--- src/rtl/endp_pkg.sv ---
// rtl/endp_pkg.sv - opcodes and sweep FSM encoding for the endpoint register bank
package endp_pkg;
   localparam logic [2:0] OP_NOP    = 3'b000;
   localparam logic [2:0] OP_SETL   = 3'b001;
   localparam logic [2:0] OP_SETR   = 3'b010;
   localparam logic [2:0] OP_XORL   = 3'b011;
   localparam logic [2:0] OP_XORR   = 3'b100;
   localparam logic [2:0] OP_SWAP   = 3'b101;
   localparam logic [2:0] OP_CLR    = 3'b110;
   localparam logic [2:0] OP_CLRALL = 3'b111;

   typedef enum logic {
      ST_IDLE  = 1'b0,
      ST_SWEEP = 1'b1
   } sweep_state_t;
endpackage

--- src/rtl/endp_pair.sv ---
// rtl/endp_pair.sv - one L/R endpoint register pair
module endp_pair #(
   parameter int WIDTH = 1
) (
   input  logic             clk,
   input  logic             reset,
   input  logic [2:0]       op,
   input  logic             en,
   input  logic             clr,
   input  logic [WIDTH-1:0] d,
   output logic [WIDTH-1:0] q_l,
   output logic [WIDTH-1:0] q_r
);
   import endp_pkg::*;

   // Sweep clear wins; it can only coincide with en if the top misdecodes.
   always_ff @(posedge clk or posedge reset) begin
      if (reset) begin
         q_l <= '0;
         q_r <= '0;
      end else if (clr) begin
         q_l <= '0;
         q_r <= '0;
      end else if (en) begin
         case (op)
            OP_SETL: q_l <= d;
            OP_SETR: q_r <= d;
            OP_XORL: q_l <= q_l ^ d;
            OP_XORR: q_r <= q_r ^ d;
            OP_SWAP: begin
               q_l <= q_r;
               q_r <= q_l;
            end
            OP_CLR: begin
               q_l <= '0;
               q_r <= '0;
            end
            default: ;
         endcase
      end
   end
endmodule

--- src/rtl/endp_reg_bank.sv ---
// rtl/endp_reg_bank.sv - multi-channel L/R endpoint registers with XOR read-out and clear-all sweep
module endp_reg_bank #(
   parameter int WIDTH    = 1,
   parameter int CHANNELS = 4,
   parameter int CH_W     = ($clog2(CHANNELS) > 1) ? $clog2(CHANNELS) : 1
) (
   input  logic             clk,
   input  logic             reset,
   input  logic [2:0]       inst,
   input  logic [CH_W-1:0]  wr_ch,
   input  logic [WIDTH-1:0] ztonxor,
   input  logic [CH_W-1:0]  rd_ch,
   output logic [WIDTH-1:0] ltorxor,
   output logic             busy,
   output logic             err
);
   import endp_pkg::*;

   localparam logic [CH_W:0]   CH_LIMIT = (CH_W+1)'(CHANNELS);
   localparam logic [CH_W-1:0] LAST_CH  = CH_W'(CHANNELS - 1);

   sweep_state_t    state, state_nx;
   logic [CH_W-1:0] cnt, cnt_nx;
   logic            accept, wr_op, wr_oob, start_clr;
   logic [WIDTH-1:0] q_l [CHANNELS];
   logic [WIDTH-1:0] q_r [CHANNELS];

   assign busy      = (state == ST_SWEEP);
   assign accept    = ~busy;
   assign wr_op     = (inst != OP_NOP) && (inst != OP_CLRALL);
   assign wr_oob    = ({1'b0, wr_ch} >= CH_LIMIT);
   assign start_clr = accept && (inst == OP_CLRALL);

   always_ff @(posedge clk or posedge reset) begin
      if (reset) begin
         state <= ST_IDLE;
         cnt   <= '0;
      end else begin
         state <= state_nx;
         cnt   <= cnt_nx;
      end
   end

   // Counter parks on the last channel when the sweep ends; it is reloaded on start.
   always_comb begin
      state_nx = state;
      cnt_nx   = cnt;
      case (state)
         ST_IDLE: begin
            if (start_clr) begin
               state_nx = ST_SWEEP;
               cnt_nx   = '0;
            end
         end
         ST_SWEEP: begin
            if (cnt == LAST_CH) state_nx = ST_IDLE;
            else                cnt_nx   = cnt + CH_W'(1);
         end
         default: state_nx = ST_IDLE;
      endcase
   end

   always_ff @(posedge clk or posedge reset) begin
      if (reset)                           err <= 1'b0;
      else if (accept && wr_op && wr_oob)  err <= 1'b1;
   end

   for (genvar i = 0; i < CHANNELS; i++) begin : g_pair
      endp_pair #(.WIDTH(WIDTH)) u_pair (
         .clk   (clk),
         .reset (reset),
         .op    (inst),
         .en    (accept && wr_op && (wr_ch == CH_W'(i))),
         .clr   (busy && (cnt == CH_W'(i))),
         .d     (ztonxor),
         .q_l   (q_l[i]),
         .q_r   (q_r[i])
      );
   end

   always_comb begin
      ltorxor = '0;
      for (int i = 0; i < CHANNELS; i++) begin
         if (rd_ch == CH_W'(i)) ltorxor = q_l[i] ^ q_r[i];
      end
   end
endmodule
--- config.mk ---
export PLATFORM = sky130hd
export DESIGN_NAME = endp_reg_bank
export DESIGN_NICKNAME = d
export VERILOG_FILES = /design/src/rtl/endp_pkg.sv /design/src/rtl/endp_pair.sv /design/src/rtl/endp_reg_bank.sv
export SDC_FILE = /design/constraint.sdc
export NUM_CORES = 1
export LEC_CHECK = 0
export CAP_MARGIN = 20
export CORE_AREA = 5 5 46 78
export DETAILED_ROUTE_END_ITERATION = 12
export DIE_AREA = 0 0 51 83
export GPL_ROUTABILITY_DRIVEN = 0
export GPL_TIMING_DRIVEN = 0
export SYNTH_ARGS = -nofsm -noshare
export SYNTH_HDL_FRONTEND = slang
export SYNTH_SLANG_ARGS = --single-unit
--- constraint.sdc ---
create_clock -name clk -period 4.5 [get_ports clk]
set_clock_uncertainty 0.15 [all_clocks]
set_input_delay 1.35 -clock clk [delete_from_list [all_inputs] [get_ports clk]]
set_output_delay 1.35 -clock clk [all_outputs]
set_load 0.02 [all_outputs]
=== After elaboration in Yosys (flattened, before gate mapping) ===
Index checks and enable logic that the tools add are counted.

* Bits in registers: 11
* Input port bits: 10
* Output and inout port bits: 3
* Logic and storage cells: 113

* Add/sub/neg operators: 1
* Equality and inequality tests: 19
* Multiplexer cells: 34
* Bitwise gates (word level): 13
* Reductions and logical operators: 36

{| class="wikitable"
|+ Operators with widths
! operator !! number
|-
| 5-bit nonzero test || 8
|-
| 1-bit one-hot mux with 4 select lines || 8
|-
| 1-bit 2-to-1 mux || 22
|-
| 2-bit AND reduction || 9
|-
| 2-bit equality test (second input constant) || 6
|-
| 3-bit equality test (second input constant) || 4
|-
| 1-bit bitwise XOR || 12
|-
| 1-bit logical AND || 11
|-
| 2-bit nonzero test || 4
|-
| 2-bit by 1-bit equality test with 1-bit output (second input constant) || 3
|-
| 3-bit by 2-bit equality test with 1-bit output (second input constant) || 2
|-
| 2-bit zero test || 3
|-
| 2-bit 2-to-1 mux || 2
|-
| 2-bit one-hot mux with 2 select lines || 1
|-
| 3-bit by 1-bit equality test with 1-bit output (second input constant) || 1
|-
| 3-bit inequality test (second input constant) || 1
|-
| 3-bit nonzero test || 1
|-
| 2-bit by 1-bit adder with 2-bit output (second input constant) || 1
|-
| 2-bit by 1-bit inequality test with 1-bit output (second input constant) || 1
|-
| 2-bit inequality test (second input constant) || 1
|-
| 1-bit one-hot mux with 2 select lines || 1
|-
| 1-bit NOT || 1
|}

=== Longest topological paths before layout ===
Gate-level depths: netlist of run 1.

* Depth in word-level cells: 6
* Depth in mapped cells: 6
* Mapped depth without buffers: 6

=== Hierarchy ===
A second synthesis of run 1 with hierarchy kept.

* Cell total of the unflattened synthesis: 134
* Area total of the unflattened synthesis: 1,123.6 um^2

{| class="wikitable"
|+ By module, submodules not included
! module !! times used !! cells an instance !! area an instance (um^2) !! sequential area each (um^2)
|-
| endp_pair || 4 || 25 || 203.9 || 50.0
|-
| endp_reg_bank || 1 || 34 || 307.8 || 75.1
|}

=== Worst setup path before layout of run 1 ===
Ideal clock, no wire load.

* Path type: input-to-output
* Start point: input rd_ch[0]
* End point: output ltorxor
* Arrival: 1,896 ps
* Required time: 3,000 ps
* Path slack: 1,104 ps
* Stages: 1
* Path buffers: 0
* Cells stage by stage: mux4_2

* Cells in the longest elaborated chain, start to end: 5
* Elaborated cells on any way between the ends: 8
* Those cells by class: eq/ne (3); mux (4); reduce/logical (1)

{| class="wikitable"
|+ Ends and longest elaborated chain
! element !! RTL line !! text
|-
| from (decl) || endp_reg_bank.sv:12 || <nowiki>input logic [CH_W-1:0] rd_ch,</nowiki>
|-
| 2-bit zero test || endp_reg_bank.sv:84 || <nowiki>if (rd_ch == CH_W'(i)) ltorxor = q_l[i] ^ q_r[i];</nowiki>
|-
| 1-bit 2-to-1 mux (3 in a row) || endp_reg_bank.sv:84 ||
|-
| 1-bit 2-to-1 mux (*) || endp_reg_bank.sv:84 ||
|-
| to (decl) || endp_reg_bank.sv:13 || <nowiki>output logic [WIDTH-1:0] ltorxor,</nowiki>
|}

Mark *: on every way between the ends. The rest lies on a longest branch, timed or not.

=== Final worst setup path of run 1 ===
Same ends and word-level chain as after synthesis.

==> results of run 1 <==
==> layout make-up <==
class / instances / area (µm²) / share of cell area, %
Multi-Input combinational cell: 86 / 616 / 52.7
Sequential cell: 11 / 275 / 23.6
Timing Repair Buffer: 11 / 110 / 9.43
Buffer: 6 / 56.3 / 4.82
Clock buffer: 4 / 45.0 / 3.86
Tap cell: 28 / 35.0 / 3.00
Inverter: 8 / 30.0 / 2.57
==> placed cells by master (no fill, tap or decap), types with 2 or more instances in the layout <==
cell / instances
nand2_1: 10
nand2b_1: 3
buf_4: 3
o22ai_1: 3
o21ai_1: 9
nor3b_2: 2
a211oi_2: 3
o21ai_0: 2
a32oi_1: 2
a21oi_1: 12
nand3_1: 4
nor2b_1: 2
clkdlybuf4s50_1: 11
clkbuf_8: 3
a31o_1: 3
inv_1: 7
dfrtp_1: 11
nand4_1: 2
xor2_1: 4
buf_6: 3
a31oi_1: 2
xnor2_1: 4
ha_1: 4
mux2i_1: 3
==> power by group through the flow <==
stage	clock network, W	logic, W	registers, W
detailed placement	0	0.000315	0.000212
global route	0.000107	0.000346	0.000222
finish	0.0000988	0.000312	0.000212
floorplan	0	0.000232	0.000202
global placement	0	0.000308	0.000208
CTS	0.000102	0.000316	0.000212
==> through the flow <==
step           std cells  power [W]
6_report             154   0.000623
2_1_floorplan        111   0.000434
5_1_grt              154   0.000674
4_1_cts              154   0.000630
3_3_place_gp         150   0.000516
3_5_place_dp         150   0.000527
==> cell families after synthesis <==
logic type	synth area share, %
DFF	28.2
adders and majority gates	5.12
AOI/OAI and AO/OA	26.5
and+or+nand+nor	18.4
xor gates and xnor gates	7.17
muxes	5.38
other	0.384
buffers and inverters	8.83
==> sequential cells by signal, summed over array words and instances (netlist names) <==
name,cells
g_pair.u_pair.q_l,4
g_pair.u_pair.q_r,4
cnt,2
busy,1
==> critical path, cell delays in order <==
cell             delay [ps]
clkdlybuf4s50_1         480
mux4_2                  480
clkdlybuf4s50_1         550
==> metal layers <==
| layer | vias up | GRT usage, % | routed length [µm] |
|---|---|---|---|
| met5 | - | 0 | 0 |
| met4 | 0 | 8.82 | 53 |
| met3 | 5 | 1.79 | 71 |
| met2 | 24 | 22.2 | 1360 |
| met1 | 424 | 12.2 | 878 |
| li1 | 426 | - | - |
==> how the worst max path moves through the flow <==
stage / end / depth (start not counted)
detailed placement: ltorxor / 3
global route: ltorxor / 3
finish: ltorxor / 3
floorplan: ltorxor / 1
CTS: ltorxor / 3
global placement: ltorxor / 3
==> impl_metrics.tcl, run 1 <==
set metrics [dict create \
    dp_slack_ps 137 \
    synth_most_common_cell "a21oi_1" \
    rr_startpoint "busy$_DFF_PP0_" \
    die_w_um 51 \
    reg2reg_slack_ps 2980 \
    die_h_um 83 \
    timing.fmax_mhz 229 \
    cts_setup_buffers 0 \
    cp.arrival_ps 2860 \
    place_hpwl_um 1930 \
    synth.largest_area_cell "dfrtp_1" \
    grt_max_degree 12 \
    grt_pass1_vias 911 \
    holdCritPathClass "flop to flop" \
    port_buffers 11 \
    synth_area_leaders "dfrtp_1 28%, a21oi_1 6.1%, ha_1 5.1%, o21ai_1 4.6%, a211oi_2 3.8%" \
    final_util_pct 40.3 \
    yosys_most_used_dff "dfrtp_1" \
    required_ps 3000 \
    setup_tns_ps 0 \
    syn-cell-area_um2 977 \
    ant_nets 0 \
    drv_cap 0 \
    synthDistinctLibCells 35 \
    antenna_cells 0 \
    synth-seq-cells 11 \
    final_hold_viol_count 0 \
    die_area_mm2 0.00423 \
    synth-edff-count 0 \
    cellPowerDensity_mw_per_mm2 534 \
    fin_ws_ps 143 \
    crit_fanout 1 \
    root_buffer "clkbuf_8" \
    antenna_found_initial 0 \
    cts_sinks 11 \
    synthTopCellsByCount "12 x a21oi_1, 11 x dfrtp_1, 10 x nand2_1, 9 x o21ai_1, 7 x inv_1" \
    async_flop_share_pct 100 \
    yosys_warnings 0 \
    yosys.area.top_type_share_pct 28.2 \
    cts_max_path_buffers 2 \
    via_per_inst 5.71 \
    report.final.setup_viol 0 \
    r2r_cells 5 \
    crit_type "primary input to output port" \
    drc 0 \
    rsz0062_at_grt "no" \
    core_mm2 0.00290 \
    htree_num_levels 1 \
    grt_pass1_wl_um 4060 \
    cp-start-kind "primary input" \
    routed-via-count 879 \
    clk_pin_slew_ps 50 \
    end_kind "output port" \
    whs_endpoint "cnt[0]$_DFFE_PP0P_" \
    grt.total_usage_pct 12.3 \
    drive_above_1_share_pct 14.3 \
    peakVddDrop_mv 0.297 \
    overflow 0 \
    leakage_nw 0.484 \
    p_int_w 0.000365 \
    cts_tree "done" \
    avgSynthCellArea_um2 8.80 \
    start_util_pct 33.8 \
    wl_per_cell_um 15.3 \
    fin_area_mm2 0.00117 \
    status "finished clean" \
    nNetsFinal 141 \
    min_period_over_period_pct 96.8 \
    slew_viol_final 0 \
    cts_resized 0 \
    hold_start "cnt[0]$_DFFE_PP0P_" \
    crit_start "rd_ch[0]" \
    routed_wl_um 2360 \
    seq_power_share_pct 34.0 \
    placed_area_mm2 0.00112 \
    whs_ps 404 \
    p_clk_share_pct 15.9 \
    fillers 291 \
    rows 26 \
    synthesis.nets 125 \
    combPwrFrac_pct 50.1 \
    p_sw_share_pct 41.4 \
    area_delta_synth_final_pct 19.5 \
    clk_latency_ps 240 \
    r2r_end "g_pair[0].u_pair.q_r$_DFFE_PP0P_" \
    dr.pass1.iters 4 \
    pin_count 13 \
    fin_crit_ps 4360 \
    yosysSeqAreaShare_pct 28.2 \
    synth_cells 111 \
    drt_iter0_drc 34 \
    hold_depth 1 \
    netSwitchingPower_w 0.000258 \
    hold_buffers 0 \
    cts_buffers 3 \
]
Power figures use the tool's default switching activity.
==> inputs of run 2 (changes only) <==
--- a/config.mk
+++ b/config.mk
@@ -5,10 +5,11 @@
 export SDC_FILE = /design/constraint.sdc
 export NUM_CORES = 1
 export LEC_CHECK = 0
+export ABC_AREA = 1
 export CAP_MARGIN = 20
-export CORE_AREA = 5 5 46 78
+export CORE_AREA = 5 5 49 82
 export DETAILED_ROUTE_END_ITERATION = 12
-export DIE_AREA = 0 0 51 83
+export DIE_AREA = 0 0 54 87
 export GPL_ROUTABILITY_DRIVEN = 0
 export GPL_TIMING_DRIVEN = 0
 export SYNTH_ARGS = -nofsm -noshare
==> constraint.sdc (replaced) <==
create_clock -name clk -period 4.7 [get_ports clk]
set_clock_uncertainty 0.15 [all_clocks]
set_input_delay 1.41 -clock clk [delete_from_list [all_inputs] [get_ports clk]]
set_output_delay 1.41 -clock clk [all_outputs]
set_load 0.01 [all_outputs]
==> impl_metrics.tcl, run 2 <==
set metrics [dict create \
    status "finished clean" \
    nNetsFinal 214 \
    top_regs "g_pair.u_pair.q_l (4), g_pair.u_pair.q_r (4), cnt (2)" \
    avgSynthCellArea_um2 5.92 \
    drive_above_1_share_pct 7.04 \
    clk_pin_slew_ps 50 \
    cellPowerDensity_mw_per_mm2 425 \
    yosys_most_used_dff "dfrtp_1" \
    cts_max_path_buffers 2 \
    cts_resized 0 \
    synth_area_leaders "dfrtp_1 25%, nand2_1 21%, nand3_1 10%, inv_1 9.3%, nor2_1 7.5%" \
    layout_common_cells "61 x nand2_1, 27 x inv_1, 22 x nand3_1, 22 x nor2_1, 11 x dfrtp_1" \
    die_h_um 87 \
    dr.pass1.iters 4 \
    grt_max_degree 12 \
    drc 0 \
    final_common_cell "nand2_1" \
    cts_sinks 11 \
    routed-via-count 1123 \
    required_ps 3140 \
    worst_pin_slew_ps 517 \
    min_period_over_period_pct 91.4 \
    slew_viol_final 0 \
    cts_tree "done" \
    synth_most_common_cell "nand2_1" \
    ant_nets 0 \
    cts_buffers 3 \
    setup_tns_ps 0 \
    port_buffers 10 \
    grt.total_usage_pct 14.1 \
    p_int_w 0.000308 \
    rsz0062_at_grt "no" \
    clk_latency_ps 230 \
    synthAdderAreaFrac_pct 4.57 \
    routed_wl_um 2740 \
    yosys_warnings 0 \
    synth.largest_area_cell "dfrtp_1" \
    htree_num_levels 1 \
    cts_setup_buffers 0 \
    synthDistinctLibCells 23 \
    hold_start "g_pair[3].u_pair.q_l$_DFFE_PP0P_" \
    leakage_nw 0.702 \
    synthesis.nets 199 \
    yosys.area.top_type_share_pct 25.1 \
    synth-seq-cells 11 \
    p_sw_share_pct 44.2 \
    die_area_mm2 0.00470 \
    grt_pass1_vias 1176 \
    relSlewSlack_pct 65.3 \
    hold_buffers 0 \
    core_mm2 0.00333 \
    area_delta_synth_final_pct 18.4 \
    yosysSeqAreaShare_pct 25.1 \
    seq_power_share_pct 33.2 \
    antenna_found_initial 0 \
    synthTopCellsByCount "61 x nand2_1, 27 x inv_1, 22 x nand3_1, 22 x nor2_1, 11 x dfrtp_1" \
    rr_startpoint "busy$_DFF_PP0_" \
    netSwitchingPower_w 0.000244 \
    synth_cells 185 \
    combPwrFrac_pct 49.5 \
    cp.arrival_ps 2740 \
    wl_per_cell_um 11.2 \
    fin_crit_ps 4300 \
    fillers 377 \
    root_buffer "clkbuf_8" \
    die_w_um 54 \
    async_flop_share_pct 100 \
    syn-cell-area_mm2 0.00109 \
    pin_count 13 \
    via_per_inst 4.60 \
    crit_fanout 3 \
    yosys.area_share.simple_pct 45.5 \
    cp-start-kind "primary input" \
    synth-edff-count 0 \
    drv_cap 0 \
    end_kind "output port" \
    timing.fmax_mhz 233 \
    crit_type "primary input to output port" \
    peakVddDrop_mv 0.210 \
    holdCritPathClass "flop to flop" \
    place_hpwl_um 2300 \
    synth_xor_area_share_pct 5.60 \
    antenna_cells 0 \
    synth_top_family_by_area "simple AND/OR/NAND/NOR gates" \
    overflow 0 \
    drt_iter0_drc 21 \
    p_clk_share_pct 17.3 \
    synth.area.mux_share_pct 0 \
    synth_compound_area_share_pct 7.77 \
    finalPower_w 0.000551 \
    seq_area_um2 275 \
    grt_pass1_wl_um 4880 \
    report.final.setup_viol 0 \
    crit_start "rd_ch[0]" \
    start_util_pct 32.9 \
    final_hold_viol_count 0 \
    rows 28 \
    multi_input_area_um2 698 \
]
-- run 2: critical path, cell delays in order --
cell	delay (ps)
clkdlybuf4s50_1	500
inv_1	60
nand2_1	60
o211ai_1	70
o21ai_0	80
clkdlybuf4s50_1	550
-- run 2: final timing paths --
path	to	slack, ps	cells after the start
worst max register to register	g_pair[1].u_pair.q_r$_DFFE_PP0P_	3080	8
max in group asynchronous	cnt[0]$_DFFE_PP0P_	2770	2
worst min register to register	g_pair[3].u_pair.q_l$_DFFE_PP0P_	420	2
worst max-delay path	ltorxor	400	6
min in group asynchronous	g_pair[1].u_pair.q_r$_DFFE_PP0P_	1330	2
worst min-delay path	g_pair[3].u_pair.q_l$_DFFE_PP0P_	420	2
-- run 2: kinds of logic after synthesis --
group	count (synthesis)
xor gates and xnor gates	7
buffers and inverters	31
and+or+nand+nor	115
AOI/OAI and AO/OA	16
other	1
DFF	11
adders and majority gates	4
-- run 2: layout make-up --
| cell class | count | area share (%) |
|---|---|---|
| multi-input combinational | 143 | 53.9 |
| sequential | 11 | 21.2 |
| inverter | 28 | 8.11 |
| timing repair buffer | 10 | 7.72 |
| tap | 45 | 4.34 |
| clock buffer | 4 | 3.47 |
| buffer | 3 | 1.25 |
-- run 2: layer usage --
metal / vias to the layer above / wire length (µm) / global-route usage [%]
li1: 595 / - / -
met5: - / 0 / 0
met2: 17 / 1550 / 28.0
met3: 8 / 45 / 1.20
met1: 503 / 1020 / 12.3
met4: 0 / 127 / 9.07
-- run 2: power by group through the flow --
stage | logic (W) | clock network, W | registers (W)
2_1_floorplan | 0.000204 | 0 | 0.000174
3_3_place_gp | 0.000273 | 0 | 0.000183
3_5_place_dp | 0.000277 | 0 | 0.000184
4_1_cts | 0.000279 | 0.0000977 | 0.000183
5_1_grt | 0.000327 | 0.000102 | 0.000190
6_report | 0.000273 | 0.0000953 | 0.000183
-- run 2: per-stage QoR --
stage	hold WS (ps)	setup WS, ps	area [µm²]	utilization [%]	instances
final	421	402	1300	38.9	244
after global routing	457	305	1300	38.9	244
after CTS	421	378	1300	38.9	244
after detailed placement	406	385	1250	37.6	240
after global placement	400	397	1250	37.6	240
after floorplan	365	1300	1090	-	185
